File: src/rtl/uart_debug_loader.sv
`default_nettype none
// ============================================================================
// Module      : uart_debug_loader
// Description : UART (8N1) receiver feeding a word loader that writes a
//               length-prefixed, little-endian image into an instruction ROM
//               while uart_debug_pin is held high.
// Revision    : 1.0 - initial release
// ============================================================================
module uart_debug_loader #(
  parameter int CLK_FREQ = 50000000,
  parameter int BAUD     = 115200,
  parameter int ADDR_W   = 12
) (
  input  logic              clk,
  input  logic              rst,
  input  logic              uart_debug_pin,
  input  logic              uart_rx,
  output logic              mem_we,
  output logic [ADDR_W-1:0] mem_addr,
  output logic [31:0]       mem_wdata,
  output logic              load_busy,
  output logic              load_done,
  output logic              frame_err
);

  localparam int DIV  = CLK_FREQ / BAUD;
  localparam int HALF = DIV / 2;
  localparam int CW   = $clog2(DIV + 1);
  localparam logic [CW-1:0] c_bit_last  = CW'(DIV - 1);
  localparam logic [CW-1:0] c_half_last = CW'(HALF - 1);

  typedef enum logic [1:0] {RX_IDLE, RX_START, RX_DATA, RX_STOP} rx_state_t;
  typedef enum logic [1:0] {IDLE, LEN, DATA, DONE} ld_state_t;

  logic          r_rx_s1, r_rx_s2;
  rx_state_t     r_rx_state, w_rx_next;
  logic [CW-1:0] r_rx_cnt;
  logic [2:0]    r_rx_bit;
  logic [7:0]    r_rx_shift;
  logic          r_byte_valid;
  logic          r_byte_ok;

  ld_state_t         r_ld_state, w_ld_next;
  logic              r_pin_q;
  logic [1:0]        r_bidx;
  logic [31:0]       r_asm;
  logic [31:0]       r_words;
  logic              r_mem_we;
  logic [ADDR_W-1:0] r_mem_addr;
  logic [31:0]       r_mem_wdata;
  logic              r_frame_err;

  logic        w_bit_tick, w_half_tick, w_frame_bad;
  logic        w_rise, w_load_active, w_take;
  logic [31:0] w_word;

  assign w_bit_tick    = (r_rx_cnt == c_bit_last);
  assign w_half_tick   = (r_rx_cnt == c_half_last);
  assign w_frame_bad   = (r_rx_state == RX_STOP) && w_bit_tick && !r_rx_s2;
  assign w_rise        = uart_debug_pin && !r_pin_q;
  assign w_load_active = (r_ld_state == LEN) || (r_ld_state == DATA);
  // A byte is only consumed if its start bit began inside the load window
  // and the enable is still high in the same cycle.
  assign w_take        = r_byte_valid && r_byte_ok && uart_debug_pin && w_load_active;
  assign w_word        = {r_rx_shift, r_asm[31:8]};

  assign mem_we    = r_mem_we;
  assign mem_addr  = r_mem_addr;
  assign mem_wdata = r_mem_wdata;
  assign load_busy = w_load_active;
  assign load_done = (r_ld_state == DONE);
  assign frame_err = r_frame_err;

  // Two-flop synchronizer for the asynchronous serial line, idling high.
  always_ff @(posedge clk or posedge rst) begin
    if (rst) begin
      r_rx_s1 <= 1'b1;
      r_rx_s2 <= 1'b1;
    end else begin
      r_rx_s1 <= uart_rx;
      r_rx_s2 <= r_rx_s1;
    end
  end

  // Receiver state register.
  always_ff @(posedge clk or posedge rst) begin
    if (rst) r_rx_state <= RX_IDLE;
    else     r_rx_state <= w_rx_next;
  end

  // Receiver next state: mid-start check rejects short glitches.
  always_comb begin
    w_rx_next = r_rx_state;
    case (r_rx_state)
      RX_IDLE:  if (!r_rx_s2) w_rx_next = RX_START;
      RX_START: if (w_half_tick) w_rx_next = r_rx_s2 ? RX_IDLE : RX_DATA;
      RX_DATA:  if (w_bit_tick && (r_rx_bit == 3'd7)) w_rx_next = RX_STOP;
      RX_STOP:  if (w_bit_tick) w_rx_next = RX_IDLE;
      default:  w_rx_next = RX_IDLE;
    endcase
  end

  // Receiver datapath: bit timer, LSB-first shifter and byte strobe.
  always_ff @(posedge clk or posedge rst) begin
    if (rst) begin
      r_rx_cnt     <= '0;
      r_rx_bit     <= '0;
      r_rx_shift   <= '0;
      r_byte_valid <= 1'b0;
      r_byte_ok    <= 1'b0;
    end else begin
      r_byte_valid <= 1'b0;
      if ((r_rx_state == RX_IDLE) && !r_rx_s2) r_byte_ok <= w_load_active || w_rise;
      else if (w_rise)                          r_byte_ok <= 1'b0;
      case (r_rx_state)
        RX_IDLE: begin
          r_rx_cnt <= '0;
          r_rx_bit <= '0;
        end
        RX_START: r_rx_cnt <= w_half_tick ? '0 : r_rx_cnt + CW'(1);
        RX_DATA: begin
          if (w_bit_tick) begin
            r_rx_cnt   <= '0;
            r_rx_shift <= {r_rx_s2, r_rx_shift[7:1]};
            r_rx_bit   <= r_rx_bit + 3'd1;
          end else begin
            r_rx_cnt <= r_rx_cnt + CW'(1);
          end
        end
        RX_STOP: begin
          if (w_bit_tick) begin
            r_rx_cnt <= '0;
            if (r_rx_s2) r_byte_valid <= 1'b1;
          end else begin
            r_rx_cnt <= r_rx_cnt + CW'(1);
          end
        end
        default: r_rx_cnt <= '0;
      endcase
    end
  end

  // Loader state register.
  always_ff @(posedge clk or posedge rst) begin
    if (rst) r_ld_state <= IDLE;
    else     r_ld_state <= w_ld_next;
  end

  // Loader next state: enable fall aborts, length then data words.
  always_comb begin
    w_ld_next = r_ld_state;
    case (r_ld_state)
      IDLE: if (w_rise) w_ld_next = LEN;
      LEN: begin
        if (!uart_debug_pin)                  w_ld_next = IDLE;
        else if (w_take && (r_bidx == 2'd3)) w_ld_next = (w_word == 32'd0) ? DONE : DATA;
      end
      DATA: begin
        if (!uart_debug_pin)                                          w_ld_next = IDLE;
        else if (w_take && (r_bidx == 2'd3) && (r_words == 32'd1)) w_ld_next = DONE;
      end
      DONE:    w_ld_next = IDLE;
      default: w_ld_next = IDLE;
    endcase
  end

  // Loader datapath: word assembly, write strobe, address and error flag.
  always_ff @(posedge clk or posedge rst) begin
    if (rst) begin
      r_pin_q     <= 1'b1;  // a pin already high at release is not an edge
      r_bidx      <= '0;
      r_asm       <= '0;
      r_words     <= '0;
      r_mem_we    <= 1'b0;
      r_mem_addr  <= '0;
      r_mem_wdata <= '0;
      r_frame_err <= 1'b0;
    end else begin
      r_pin_q  <= uart_debug_pin;
      r_mem_we <= 1'b0;
      if (w_frame_bad) r_frame_err <= 1'b1;
      if (r_mem_we)    r_mem_addr  <= r_mem_addr + ADDR_W'(1);
      if ((r_ld_state == IDLE) && w_rise) begin
        r_bidx      <= '0;
        r_asm       <= '0;
        r_words     <= '0;
        r_mem_addr  <= '0;
        r_frame_err <= 1'b0;
      end else if (w_load_active && !uart_debug_pin) begin
        r_bidx <= '0;
      end else if (w_take) begin
        if (r_bidx == 2'd3) begin
          r_bidx <= '0;
          if (r_ld_state == LEN) begin
            r_words <= w_word;
          end else begin
            r_mem_wdata <= w_word;
            r_mem_we    <= 1'b1;
            r_words     <= r_words - 32'd1;
          end
        end else begin
          r_bidx <= r_bidx + 2'd1;
          r_asm  <= w_word;
        end
      end
    end
  end

endmodule
`default_nettype wire

File: config.mk
export PLATFORM = sky130hd
export DESIGN_NAME = uart_debug_loader
export DESIGN_NICKNAME = d
export VERILOG_FILES = /design/src/rtl/uart_debug_loader.sv
export SDC_FILE = /design/constraint.sdc
export NUM_CORES = 1
export LEC_CHECK = 0
export ABC_CLOCK_PERIOD_IN_PS = 8600
export CAP_MARGIN = 30
export CORE_MARGIN = 10
export CORE_UTILIZATION = 36
export CTS_BUF_LIST = sky130_fd_sc_hd__clkbuf_2 sky130_fd_sc_hd__clkbuf_4 sky130_fd_sc_hd__clkbuf_8
export DETAILED_ROUTE_END_ITERATION = 8
export GPL_ROUTABILITY_DRIVEN = 0
export REMOVE_ABC_BUFFERS = 1
export SETUP_SLACK_MARGIN = 0.5
export SLEW_MARGIN = 40
export SYNTH_ARGS = -nofsm -noshare
export SYNTH_HDL_FRONTEND = slang
export SYNTH_SLANG_ARGS = --single-unit
export TNS_END_PERCENT = 50
File: constraint.sdc
create_clock -name clk -period 8.6 [get_ports clk]
set_input_delay 2.58 -clock clk [delete_from_list [all_inputs] [get_ports clk]]
set_output_delay 2.58 -clock clk [all_outputs]
set_load 0.005 [all_outputs]
Word-level counts from Yosys, hierarchy flattened
Index checks and enable logic that the tools add are counted.

storage, ports and cells
  register bits after elaboration = 141
  bits of input ports = 4
  output and inout port bits = 48
  logic and storage cells = 126

operators by class
  add/sub/neg operators = 5
  equal/unequal tests = 21
  multiplexer cells = 45
  bitwise operators = 3
  reduce and logical (&&, ||, !) cells = 35

operators by type and width
  cell                                                 number
  2-to-1 mux 32 bit                                    9
  == test 32 x 1 -> 1 bit (second input constant)      1
  zero test 32 bit                                     1
  subtractor 32 x 1 -> 32 bit (second input constant)  1
  2-to-1 mux 2 bit                                     14
  one-hot mux 9 bit (3 select lines)                   1
  2-to-1 mux 12 bit                                    2
  2-to-1 mux 9 bit                                     2
  one-hot mux 2 bit (4 select lines)                   2
  inequality test 2 bit (second input constant)        7
  2-to-1 mux 1 bit                                     13
  adder 12 x 1 -> 12 bit (second input constant)       1
  logical AND 1 bit                                    12
  nonzero test 2 bit                                   6
  == test 2 bit (second input constant)                5
  adder 9 x 1 -> 9 bit (second input constant)         1
  == test 9 x 8 -> 1 bit (second input constant)       1
  == test 9 bit (second input constant)                1
  AND reduction 3 bit                                  3
  one-hot mux 3 bit (2 select lines)                   1
  AND reduction 5 bit                                  1
  == test 2 x 1 -> 1 bit (second input constant)       2
  zero test 2 bit                                      2
  AND reduction 2 bit                                  2
  other kinds (13)                                     18

Longest topological paths before layout
  word-level depth = 8
  gate-level depth with buffers = 10
  gate-level depth less buffers = 9

Worst setup path before layout
Ideal clock, no wire load.

  path kind = input-to-reg
  from = input port uart_debug_pin
  to = register r_words[26]
  setup time = 150 ps
  data arrival time = 3753 ps
  data required time = 8450 ps
  setup slack = 4698 ps
  stages on the path = 6
  buffers on the path = 1
  path through = and4_1 > nand2_1 > clkbuf_1 > or4_1 > o211ai_1 > o311ai_0

on the way
  word-level cells in the longest chain between the ends = 4
  elaborated cells on any way between the ends = 11
  classes of those cells = eq/ne: 1; mux: 1; reduce/logical: 9

ends and longest elaborated chain
  element                                                                       line          RTL
  from (decl)                                                                   16            input logic uart_debug_pin,
  logical AND 1 bit (tied with other cells)                                     60            assign w_rise = uart_debug_pin && !r_pin_q;
  logical AND 1 bit, on equally long branches                                   183, 189, 64
  inequality test 2 bit (no line) / nonzero test 2 bit (equally long branches)  -
  AND reduction 3 bit (no line)                                                 -
  to (signal assigned)                                                          195           r_words <= w_word;
  to (signal assigned)                                                          199           r_words <= r_words - 32'd1;
  to (decl)                                                                     47            logic [31:0] r_words;

Parallel ways exist; a longest one is shown, timed or not.
A chain may end at the register's enable or synchronous reset.

Worst setup path after layout
  from = input port uart_debug_pin
  to = register r_words[20]

The elaborated chain is that of the path after synthesis.

==> summary.md <==
| Metric | Value |
|---|---|
| Status | `finished clean` |
| Power Dens Cells | `173 nW/um^2` |
| GRT Total Usage | `0.144` |
| Wirelength per Cell | `17.4 um` |
| Wire length of the first global-routing pass | `28500 um` |
| Hold WC Path Type | `reg -> reg` |
| Kind of cell adding the most delay to the critical path | `buffers and inverters` |
| Core Region | `17400 sq um` |
| Antenna cells | `0` |
| Register area share after synthesis | `0.519` |
| Hold Fails Final Rpt | `0` |
| Slack of the critical path | `3.42 ns` |
| Routed WL | `17100 um` |
| FF-to-FF path depth | `10` |
| Top-area cell type share of the netlist area | `0.507` |
| Worst path slowest cell | `clkdlybuf4s50_1` |
| DRC | `0` |
| Asr flop ratio synth | `1.00` |
| Worst setup path class | `in -> reg` |
| Final Setup Violations | `0` |
| TritonCTS clock tree | `done` |
| Critical path's largest stage delay | `0.69 ns` |
| Pre-antenna DRT Iters | `6` |
| Worst skew pair latency | `0.44 ns` |
| Congestion Overflow GR | `0` |
| Crit path DAT | `~5.5 ns` |
| Tmin final | `5.18 ns` |
| Via count | `~5400` |
| Die Span Y | `153 um` |
| Worst slew margin | `0.490` |
| Worst path cell trace | `clkdlybuf4s50_1, nor2b_1, nand2_1, nand3_1, buf_4, clkinv_2, o31a_1, o21ai_0, o211ai_1` |
| DP HPWL | `11300 um` |
| Initial Util | `0.370` |
| Nets | `approximately 760` |
| Synth Warn # | `0` |
| Root buffer cell | `clkbuf_8` |
| Crit Path Max Fanout | `37` |
| M2 GR Usage | `0.235` |
| Final worst-path cycle share | `0.602` |
| Clock buffer depth | `2` |
| GR Layer Usage met3 | `0.0402` |
| Antenna-violating nets left | `0` |
| Dpl ws | `2.98 ns` |
| CP endpoint kind | `flop` |
| RSZ-0062 raised after global routing | `no` |
| Die area | `between 20000 and 25000 sq um` |
| Worst Tran Pin Value | `0.764 ns` |
| Cts repair resizes | `0` |
| Fillers | `1759` |
| Max-slew violations | `0` |
| Cell Area, Synth | `approximately 6400 sq um` |
| Clock transition at path regs | `0.07 ns` |
| Stages on worst setup path | `9` |
| Synth Flop Type | `dfrtp_1` |
| Share of post-route cells with drive strength above 1 | `0.0789` |
| Data required, critical path | `8.90 ns` |
| WP buf/inv | `3` |
| #FFs+latches synth | `~130` |
| Max-Cap Viols | `0` |
| Clock buffer count from CTS | `17` |
| Core Rows | `48` |
| Setup bufs post-CTS | `0` |
| LEAKAGE | `about 3.4 nW` |
| Clock Skews | `roughly 0.0095 ns` |
| GRT busiest layer | `met2` |
| IO buf count | `51` |
| Area Overhead vs Synth | `16.4%` |
| Synth cell types | `57` |
| Post-Syn Area per Cell | `9.02 sq um` |
| Met1 global-route usage | `0.180` |
| Top post-synthesis cells by area | `dfrtp_1, nand2_1, a21oi_1, nor2_1, o21ai_0` |
| Iteration-0 DRC Markers | `461` |
| Hold depth | `0` |
| Number of synthesized flops with an enable pin | `0` |
| Max VDD drop | `between 100 and 150 uV` |
| Hold buffers post-CTS | `0` |
| Yosys top cell by area | `dfrtp_1` |
| Vias in the first global route | `between 5000 and 6000` |
| Die Wd | `153 um` |
| Largest net degree at the start of global routing | `79` |
| Initial antenna violation count | `0` |
| Post-DR vias/cell | `5.51` |
| Top achievable clock speed | `0.193 GHz` |
| Htree depth | `4` |
| Top Ports | `52` |
| Crit path launch type | `input pin` |
| Gate Count Post-Synth | `711` |
| Setup TNS Final | `0 ns` |
| Clock Sink Count | `133` |
-- synth_stat cells (3+ instances only) --
library cell  count
o22ai_1           4
mux2_2            9
a211oi_1          3
a311oi_1          3
nor3_1           16
ha_1             13
and4_1            4
xnor2_1           7
o41ai_1           4
a22oi_1           9
dfrtp_1         130
nand4_1           9
a31oi_1           5
o211ai_1          6
nor2b_1           6
nor4_1           18
clkbuf_1         30
and3_1            4
or4_1             9
nor2_1           56
a21oi_1          46
dfstp_2           3
buf_1             6
xor2_1            8
o21a_1            3
or3_1             7
nand2_1         178
o311ai_0          5
inv_1            11
a22o_1            5
o21ai_0          36
nand3_1          22
-- report_power, final --
part	total (mW)	internal, mW	switching, mW
clock network	0.470	0.239	0.231
registers	0.635	0.630	0.00441
logic	0.190	0.0550	0.135
-- metrics by stage --
| stage | instance area, sq um | std cells | total power, mW | util | hold WS [ns] |
|---|---|---|---|---|---|
| after floorplan | 6260 | 672 | 0.774 | - | 0.345 |
| after global placement | 7100 | 953 | 0.827 | 0.409 | 0.347 |
| after detailed placement | 7110 | 953 | 0.835 | 0.410 | 0.348 |
| after CTS | 7460 | 985 | 1.31 | 0.430 | 0.359 |
| after global routing | 7470 | 985 | 1.36 | 0.430 | 0.361 |
| final | 7470 | 985 | 1.30 | 0.430 | 0.357 |
-- cells in the final DEF, fill, tap and decap left out, drive strengths merged, types with 6 or more instances in the layout --
cell type,Yosys,final
a22oi,9,9
xnor2,7,7
clkinv,1,6
nor2,56,56
nor3,16,16
ha,13,13
nand3,22,22
o21ai,36,36
nor4,18,18
dfrtp,130,130
inv,11,11
nor2b,6,6
nand4,9,9
mux2,9,9
clkbuf,30,26
a21oi,46,46
o211ai,6,6
or3,8,8
nand2,178,178
xor2,8,8
or4,9,9
clkdlybuf4s50,0,51
-- state kept, by name (all words and copies together) (netlist names), 2 cells and up, named ones only --
signal / cells
mem_addr: 12
mem_wdata: 32
r_asm: 24
r_bidx: 2
r_ld_state: 2
r_rx_bit: 3
r_rx_cnt: 9
r_rx_shift: 8
r_words: 32
-- routing by layer --
| layer | wire [um] | part of all wire |
|---|---|---|
| met5 | 0 | 0 |
| met3 | 968 | 0.057 |
| met4 | 327 | 0.019 |
| met1 | 7530 | 0.44 |
| met2 | 8300 | 0.48 |
-- kinds of logic after synthesis --
| logic type | Yosys count | synth area share |
|---|---|---|
| AND/OR/NAND/NOR | 345 | 0.245 |
| AO/OA/AOI/OAI | 143 | 0.139 |
| flip-flops | 133 | 0.519 |
| buffers and inverters | 51 | 0.0314 |
| XOR/XNOR | 15 | 0.0205 |
| adder cells (fa/ha/maj) | 13 | 0.0254 |
| multiplexers | 11 | 0.0189 |
-- final timing paths --
check,from,endpoint,slack (ns)
setup / recovery,uart_debug_pin,r_words[20],3.42
hold / removal,r_rx_s1,r_rx_s2,0.36
setup reg to reg,r_ld_state[1],r_words[20],5.27
hold reg to reg,r_rx_s1,r_rx_s2,0.36
max in group asynchronous,rst,mem_wdata[4],4.80
min in group asynchronous,rst,r_rx_shift[2],2.61
-- cell type report --
| type | count | area (sq um) | share of cell area |
|---|---|---|---|
| inverter | 12 | 48.8 | 0.00654 |
| multi-input combinational | 527 | 2900 | 0.388 |
| clock buffer | 26 | 320 | 0.0429 |
| timing repair buffer | 56 | 552 | 0.0739 |
| sequential | 133 | 3330 | 0.446 |
| clock inverter | 6 | 32.5 | 0.00436 |
| tap | 225 | 282 | 0.0377 |
No activity file was read; power rests on OpenSTA's default activity.
